## src/rtl/trace_stream_arbiter.sv

```systemverilog
// Shares one checker character port among NSRC buffered trace sources, granting whole records only.
// Define TRACE_ARB_FIXED_PRIO_EN for lowest-index-wins arbitration instead of round-robin.
module trace_stream_arbiter #(
    parameter int unsigned NSRC      = 4,
    parameter int unsigned DEPTH     = 64,
    parameter logic [7:0]  IDLE_CHAR = 8'h00
) (
    input  logic                     clk,
    input  logic                     reset,
    input  logic [NSRC-1:0]          src_valid,
    input  logic [8*NSRC-1:0]        src_char,
    output logic [NSRC-1:0]          src_ready,
    output logic [7:0]               chk_char,
    input  logic [1:0]               chk_format_type,
    input  logic [3:0]               chk_error_code,
    output logic                     res_valid,
    output logic [$clog2(NSRC)-1:0]  res_src,
    output logic [1:0]               res_format,
    output logic [3:0]               res_error,
    output logic [NSRC-1:0]          ovf,
    output logic                     busy
);

    localparam int unsigned SW = $clog2(NSRC);
    localparam int unsigned PW = $clog2(DEPTH);
    localparam logic [7:0]  HASH = 8'h23;

    typedef enum logic [1:0] {StIdle, StStream, StHold, StCapture} state_e;

    state_e          state_q;
    logic [SW-1:0]   grant_q;
`ifndef TRACE_ARB_FIXED_PRIO_EN
    logic [SW-1:0]   ptr_q;
`endif

    logic [7:0]      mem_q  [NSRC][DEPTH];
    logic [PW-1:0]   wptr_q [NSRC];
    logic [PW-1:0]   rptr_q [NSRC];
    logic [PW:0]     cnt_q  [NSRC];
    logic [PW:0]     rcnt_q [NSRC];

    logic [NSRC-1:0] full, elig, wr, pop, flush;
    logic [7:0]      head [NSRC];
    logic            any_elig;
    logic [SW-1:0]   pick;
    logic [7:0]      pop_char;

    always_comb begin
        for (int i = 0; i < NSRC; i++) begin
            full[i]  = (cnt_q[i] == (PW+1)'(DEPTH));
            elig[i]  = (rcnt_q[i] != '0);
            wr[i]    = src_valid[i] && !full[i];
            // A full FIFO without a terminator can never drain, so it is dropped.
            flush[i] = full[i] && !elig[i];
            head[i]  = mem_q[i][rptr_q[i]];
        end
    end

    assign src_ready = ~full;
    assign busy      = (state_q != StIdle);

    always_comb begin
        any_elig = |elig;
        pick     = '0;
`ifdef TRACE_ARB_FIXED_PRIO_EN
        for (int i = NSRC - 1; i >= 0; i--) begin
            if (elig[i]) pick = SW'(i);
        end
`else
        // Scan downward so the first eligible source after the pointer wins.
        for (int k = NSRC; k >= 1; k--) begin
            logic [SW-1:0] idx;
            idx = SW'((int'(ptr_q) + k) % int'(NSRC));
            if (elig[idx]) pick = idx;
        end
`endif
    end

    always_comb begin
        pop = '0;
        if (state_q == StIdle && any_elig) pop[pick] = 1'b1;
        else if (state_q == StStream)      pop[grant_q] = 1'b1;
        pop_char = (state_q == StIdle) ? head[pick] : head[grant_q];
    end

    always_ff @(posedge clk) begin
        for (int i = 0; i < NSRC; i++) begin
            if (wr[i]) mem_q[i][wptr_q[i]] <= src_char[8*i +: 8];
        end
    end

    always_ff @(posedge clk) begin
        if (reset) begin
            for (int i = 0; i < NSRC; i++) begin
                wptr_q[i] <= '0;
                rptr_q[i] <= '0;
                cnt_q[i]  <= '0;
                rcnt_q[i] <= '0;
            end
            ovf <= '0;
        end else begin
            for (int i = 0; i < NSRC; i++) begin
                if (flush[i]) begin
                    rptr_q[i] <= wptr_q[i];
                    cnt_q[i]  <= '0;
                    ovf[i]    <= 1'b1;
                end else begin
                    if (wr[i])  wptr_q[i] <= wptr_q[i] + 1'b1;
                    if (pop[i]) rptr_q[i] <= rptr_q[i] + 1'b1;
                    cnt_q[i] <= cnt_q[i] + (PW+1)'(wr[i]) - (PW+1)'(pop[i]);
                end
                rcnt_q[i] <= rcnt_q[i]
                           + (PW+1)'(wr[i] && (src_char[8*i +: 8] == HASH))
                           - (PW+1)'(pop[i] && (head[i] == HASH));
            end
        end
    end

    always_ff @(posedge clk) begin
        if (reset) begin
            state_q    <= StIdle;
            grant_q    <= '0;
`ifndef TRACE_ARB_FIXED_PRIO_EN
            ptr_q      <= SW'(NSRC - 1);
`endif
            chk_char   <= IDLE_CHAR;
            res_valid  <= 1'b0;
            res_src    <= '0;
            res_format <= '0;
            res_error  <= '0;
        end else begin
            res_valid <= 1'b0;
            case (state_q)
                StIdle: begin
                    if (any_elig) begin
                        grant_q  <= pick;
`ifndef TRACE_ARB_FIXED_PRIO_EN
                        ptr_q    <= pick;
`endif
                        chk_char <= pop_char;
                        state_q  <= (pop_char == HASH) ? StHold : StStream;
                    end else begin
                        chk_char <= IDLE_CHAR;
                    end
                end
                StStream: begin
                    chk_char <= pop_char;
                    if (pop_char == HASH) state_q <= StHold;
                end
                StHold: begin
                    chk_char <= IDLE_CHAR;
                    state_q  <= StCapture;
                end
                StCapture: begin
                    res_src    <= grant_q;
                    res_format <= chk_format_type;
                    res_error  <= chk_error_code;
                    res_valid  <= 1'b1;
                    state_q    <= StIdle;
                end
                default: state_q <= StIdle;
            endcase
        end
    end

endmodule

```

## config.mk

```make
export PLATFORM = sky130hd
export DESIGN_NAME = trace_stream_arbiter
export DESIGN_NICKNAME = d
export VERILOG_FILES = /design/src/rtl/trace_stream_arbiter.sv
export SDC_FILE = /design/constraint.sdc
export NUM_CORES = 2
export LEC_CHECK = 0
export BUFFER_PORTS_ARGS = -buffer_cell sky130_fd_sc_hd__buf_2
export CAP_MARGIN = 5
export CELL_PAD_IN_SITES_DETAIL_PLACEMENT = 1
export CELL_PAD_IN_SITES_GLOBAL_PLACEMENT = 1
export CORE_ASPECT_RATIO = 1.2
export CORE_MARGIN = 8
export CORE_UTILIZATION = 60
export DETAILED_ROUTE_END_ITERATION = 8
export PLACE_DENSITY_LB_ADDON = 0.1
export SLEW_MARGIN = 25
export SYNTH_ARGS = -nofsm -noshare
export SYNTH_HDL_FRONTEND = slang
export SYNTH_SLANG_ARGS = --single-unit
export TNS_END_PERCENT = 5
```

## constraint.sdc

```tcl
create_clock -name clk -period 11.92 [get_ports clk]
set_input_delay 0.596 -clock clk [delete_from_list [all_inputs] [get_ports clk]]
set_output_delay 0.596 -clock clk [all_outputs]
set_load 0.1 [all_outputs]
```

==> results.sh <==
export IMPL_status="finished clean"
export IMPL_reg2reg_from="rptr_q[3][0]$_DFFE_PP_"
export IMPL_fin_ws_ns=5.56
export IMPL_power_switching_uw=5650
export IMPL_drt_wirelength_per_cell_um=33.0
export IMPL_grtUsageTotal_pct=29.0
export IMPL_worst_clock_skew_ns=0.0294
export IMPL_die_x_um=366
export IMPL_synth_async_sr_flop_share_pct=0
export IMPL_path_delay_family="compound AO/OA/AOI/OAI gates"
export IMPL_nFillCells=12100
export IMPL_arrival_ns=7.06
export IMPL_setup_viol=0
export IMPL_ios=70
export IMPL_start_util_pct=60.3
export IMPL_cts_sinks=2179
export IMPL_synthDistinctLibCells=91
export IMPL_synth_top_cell_by_area="edfxtp_1"
export IMPL_cts_clk_slew_worst_paths_ns=0.06
export IMPL_grt_max_degree=110
export IMPL_max_slew_margin_pct=22.6
export IMPL_cts_max_level=4
export IMPL_vias=47500
export IMPL_drt_initial_drc_count=5398
export IMPL_finalHoldViolations=0
export IMPL_seqPwrFrac_pct=44.5
export IMPL_die_h_um=436
export IMPL_postPlaceCellArea_um2=90800
export IMPL_path_depth=21
export IMPL_drc=0
export IMPL_path_max_fanout=43
export IMPL_synth_area_um2=88300
export IMPL_slew_viol_final=0
export IMPL_clkLatencyLatePin_ns=0.85
export IMPL_drtPass1Iterations=6
export IMPL_ys_seq_elements=2179
export IMPL_netlist_instances=4829
export IMPL_worstMarginPinSlew_ns=1.16
export IMPL_min_path_cells=3
export IMPL_rsz0062_at_grt="no"
export IMPL_p_clk_share_pct=33.6
export IMPL_p_leak_uw=0.0310
export IMPL_tritoncts="done"
export IMPL_syn_avg_cell_area_um2=18.3
export IMPL_ys_dominant_reg_cell="edfxtp_1"
export IMPL_ant_nets=0
export IMPL_place_congestion=0.863
export IMPL_rows=154
export IMPL_routed_wl_um=235000
export IMPL_nets=5119
export IMPL_hp_class="in2reg"
export IMPL_drive_gt1_share_pct=17.6
export IMPL_power_share_combinational_pct=21.8
export IMPL_critPathRequiredTime_ns=12.62
export IMPL_dp_hpwl_um=145000
export IMPL_fin_tns_setup_ns=0
export IMPL_grt_pass1_vias=50400
export IMPL_grt_pass1_wl_um=344000
export IMPL_reg2regPathDepth=21
export IMPL_max_clock_freq_mhz=157
export IMPL_syn_to_final_growth_pct=10.6
export IMPL_cp_num_buf_inv=5
export IMPL_critPathMaxStageDelay_ns=0.78
export IMPL_core_um2=146000
export IMPL_grt_overflow_total=0
export IMPL_yosysWarnings=0
export IMPL_path_cells="buf_4 > buf_4 > mux4_2 > mux2_2 > o21ai_1 > a211oi_1 > a31oi_1 > nand3_1 > nor4_1 > ha_1 > inv_1 > ha_1 > inv_1 > fa_1 > inv_1 > a21oi_1 > o21bai_1 > a21oi_1 > nor2_1 > or3_1 > a21oi_1"
export IMPL_period_needed_ns=6.36
export IMPL_rrSetupSlack_ns=5.56
export IMPL_crit_type="reg2reg"
export IMPL_p_int_uw=13900
export IMPL_final_area_um2=97600
export IMPL_crit_start="rptr_q[3][0]$_DFFE_PP_"
export IMPL_dpl_worst_slack_ns=5.67
export IMPL_cts_root_buf="clkbuf_16"
export IMPL_cts_buffer_depth=3
export IMPL_start_kind="flip-flop"
export IMPL_synth_top_area_share_pct=72.2
export IMPL_ys_top_cells_by_area="edfxtp_1 (72%), mux4_2 (9.7%), mux2i_1 (3.6%)"
export IMPL_synth_edf_count=2124
export IMPL_critPathCaptureType="flip-flop"
export IMPL_setup_worst_path_end="rcnt_q[3][6]$_SDFF_PP0_"
export IMPL_via_per_inst=6.68
export IMPL_crit_reg2reg_capture="rcnt_q[3][6]$_SDFF_PP0_"
export IMPL_p_sw_share_pct=28.9
export IMPL_peakVddDrop_uv=178
export IMPL_powerDensity_nw_per_um2=200
export IMPL_slowest_stage="buf_4"
export IMPL_die_area_um2=160000
export IMPL_io_buffers=69
export IMPL_cts_buffers=204
export IMPL_finalCritPeriodShare_pct=53.4
export IMPL_ys_seq_area_share_pct=73.5
export IMPL_antenna_found_initial=5
export IMPL_maxCapViolations=0
stage by stage:
step                      total power (uW)  util, %  hold WS [ns]  instances
after global placement               13000     62.0         0.451       6716
final                                19600     66.7        0.0556       7108
after detailed placement             13100     62.0         0.485       6716
after global routing                 20100     66.7        0.0388       7107
after CTS                            19600     66.6       0.00634       7107
after floorplan                      11600        -         0.508       4856
power groups by stage:
stage | registers (uW) | clock network [uW] | logic [uW]
global route | 8720 | 6870 | 4530
floorplan | 8850 | 0 | 2760
finish | 8710 | 6580 | 4270
detailed placement | 8870 | 0 | 4220
global placement | 8860 | 0 | 4110
CTS | 8710 | 6630 | 4270
layout make-up:
| type | instances | area [um2] | share of cell area (%) |
|---|---|---|---|
| Sequential cell | 2179 | 64900 | 66.5 |
| Tap cell | 1950 | 2440 | 2.50 |
| Inverter | 99 | 372 | 0.381 |
| Antenna cell | 1 | 2.50 | 0.00256 |
| Clock inverter | 125 | 1240 | 1.27 |
| Timing Repair Buffer | 175 | 1240 | 1.27 |
| Clock buffer | 256 | 5450 | 5.58 |
| Multi-Input combinational cell | 2323 | 22000 | 22.5 |
cell usage after synthesis (19+ instances only):
cell type and instances:
edfxtp_1 2124, mux4_2 381, o22ai_1 56, nor3_1 50
nor2_1 460, a22oi_1 49, buf_1 27, nor2b_1 31
buf_2 78, a211oi_1 32, mux2i_1 315, xnor2_1 37
nand3b_1 29, buf_4 32, inv_1 94, ha_1 85
xor2_1 32, mux2_2 31, clkbuf_1 114, a22o_1 19
nand2_1 99, o21ai_0 42, o221ai_1 48, nand2b_1 19
nand4_1 28, a21oi_1 116, dfxtp_1 55, nand3_1 46
sequential cells by signal, indices dropped and copies added (netlist names), 4 cells and up:
name,cells
rptr_q,24
ovf,4
rcnt_q,28
res_error,4
wptr_q,24
cnt_q,28
chk_char,8
mem_q,2048
worst reg2reg max path: cells and delay by family (launching register included):
kind	cells	cell delay [ns]
AO/OA/AOI/OAI	7	1.62
adder cells (fa/ha/maj)	3	0.94
multiplexers	2	0.90
AND/OR/NAND/NOR	4	0.85
flip-flops	1	0.36
buffers and inverters	5	1.56
what timing repair did:
action	CTS	global route
resized for setup	0	0
setup buffers	0	0
hold endpoints to repair	8	0
hold buffers	10	0
worst min-delay path by stage:
stage,from,end
2_1_floorplan,ptr_q[0]$_SDFFE_PP1N_,ptr_q[0]$_SDFFE_PP1N_
3_3_place_gp,ovf[2]$_SDFFE_PP0P_,ovf[2]$_SDFFE_PP0P_
3_5_place_dp,res_error[3]$_SDFFE_PP0P_,res_error[3]$_SDFFE_PP0P_
4_1_cts,chk_format_type[1],res_format[1]$_SDFFE_PP0P_
5_1_grt,chk_format_type[1],res_format[1]$_SDFFE_PP0P_
6_report,chk_format_type[1],res_format[1]$_SDFFE_PP0P_
logic make-up (layout without fill, tap and decap cells):
kind of cell,count (synthesis),count (layout),synth area share (%)
AOI/OAI and AO/OA,526,526,4.22
adders and majority gates,93,93,1.39
DFF,2179,2179,73.5
buffers and inverters,354,655,1.79
muxes,734,734,13.8
and+or+nand+nor,873,873,4.66
xor gates and xnor gates,69,69,0.684
other,1,29,0.00425
placed cells by master, fill, tap and decap left out, drive strengths merged, types with 32 or more instances in the layout:
cell,n
edfxtp,2124
xor2,32
dfxtp,55
a21oi,118
buf,165
clkbuf,256
o221ai,49
inv,101
mux2i,315
nand3,46
xnor2,37
o21ai,52
mux2,38
nor3,50
nor2,461
o22ai,56
clkinv,91
a211oi,32
nand2,99
a22oi,49
ha,85
mux4,381
per-layer routing:
layer	part of all wire (%)	GRT usage [%]	wire, um
met1	38	38.6	90200
met2	50	48.8	117000
met3	7.4	4.76	17400
met4	4.1	10.8	9620
met5	0	0	0
Power figures use the tool's default switching activity.
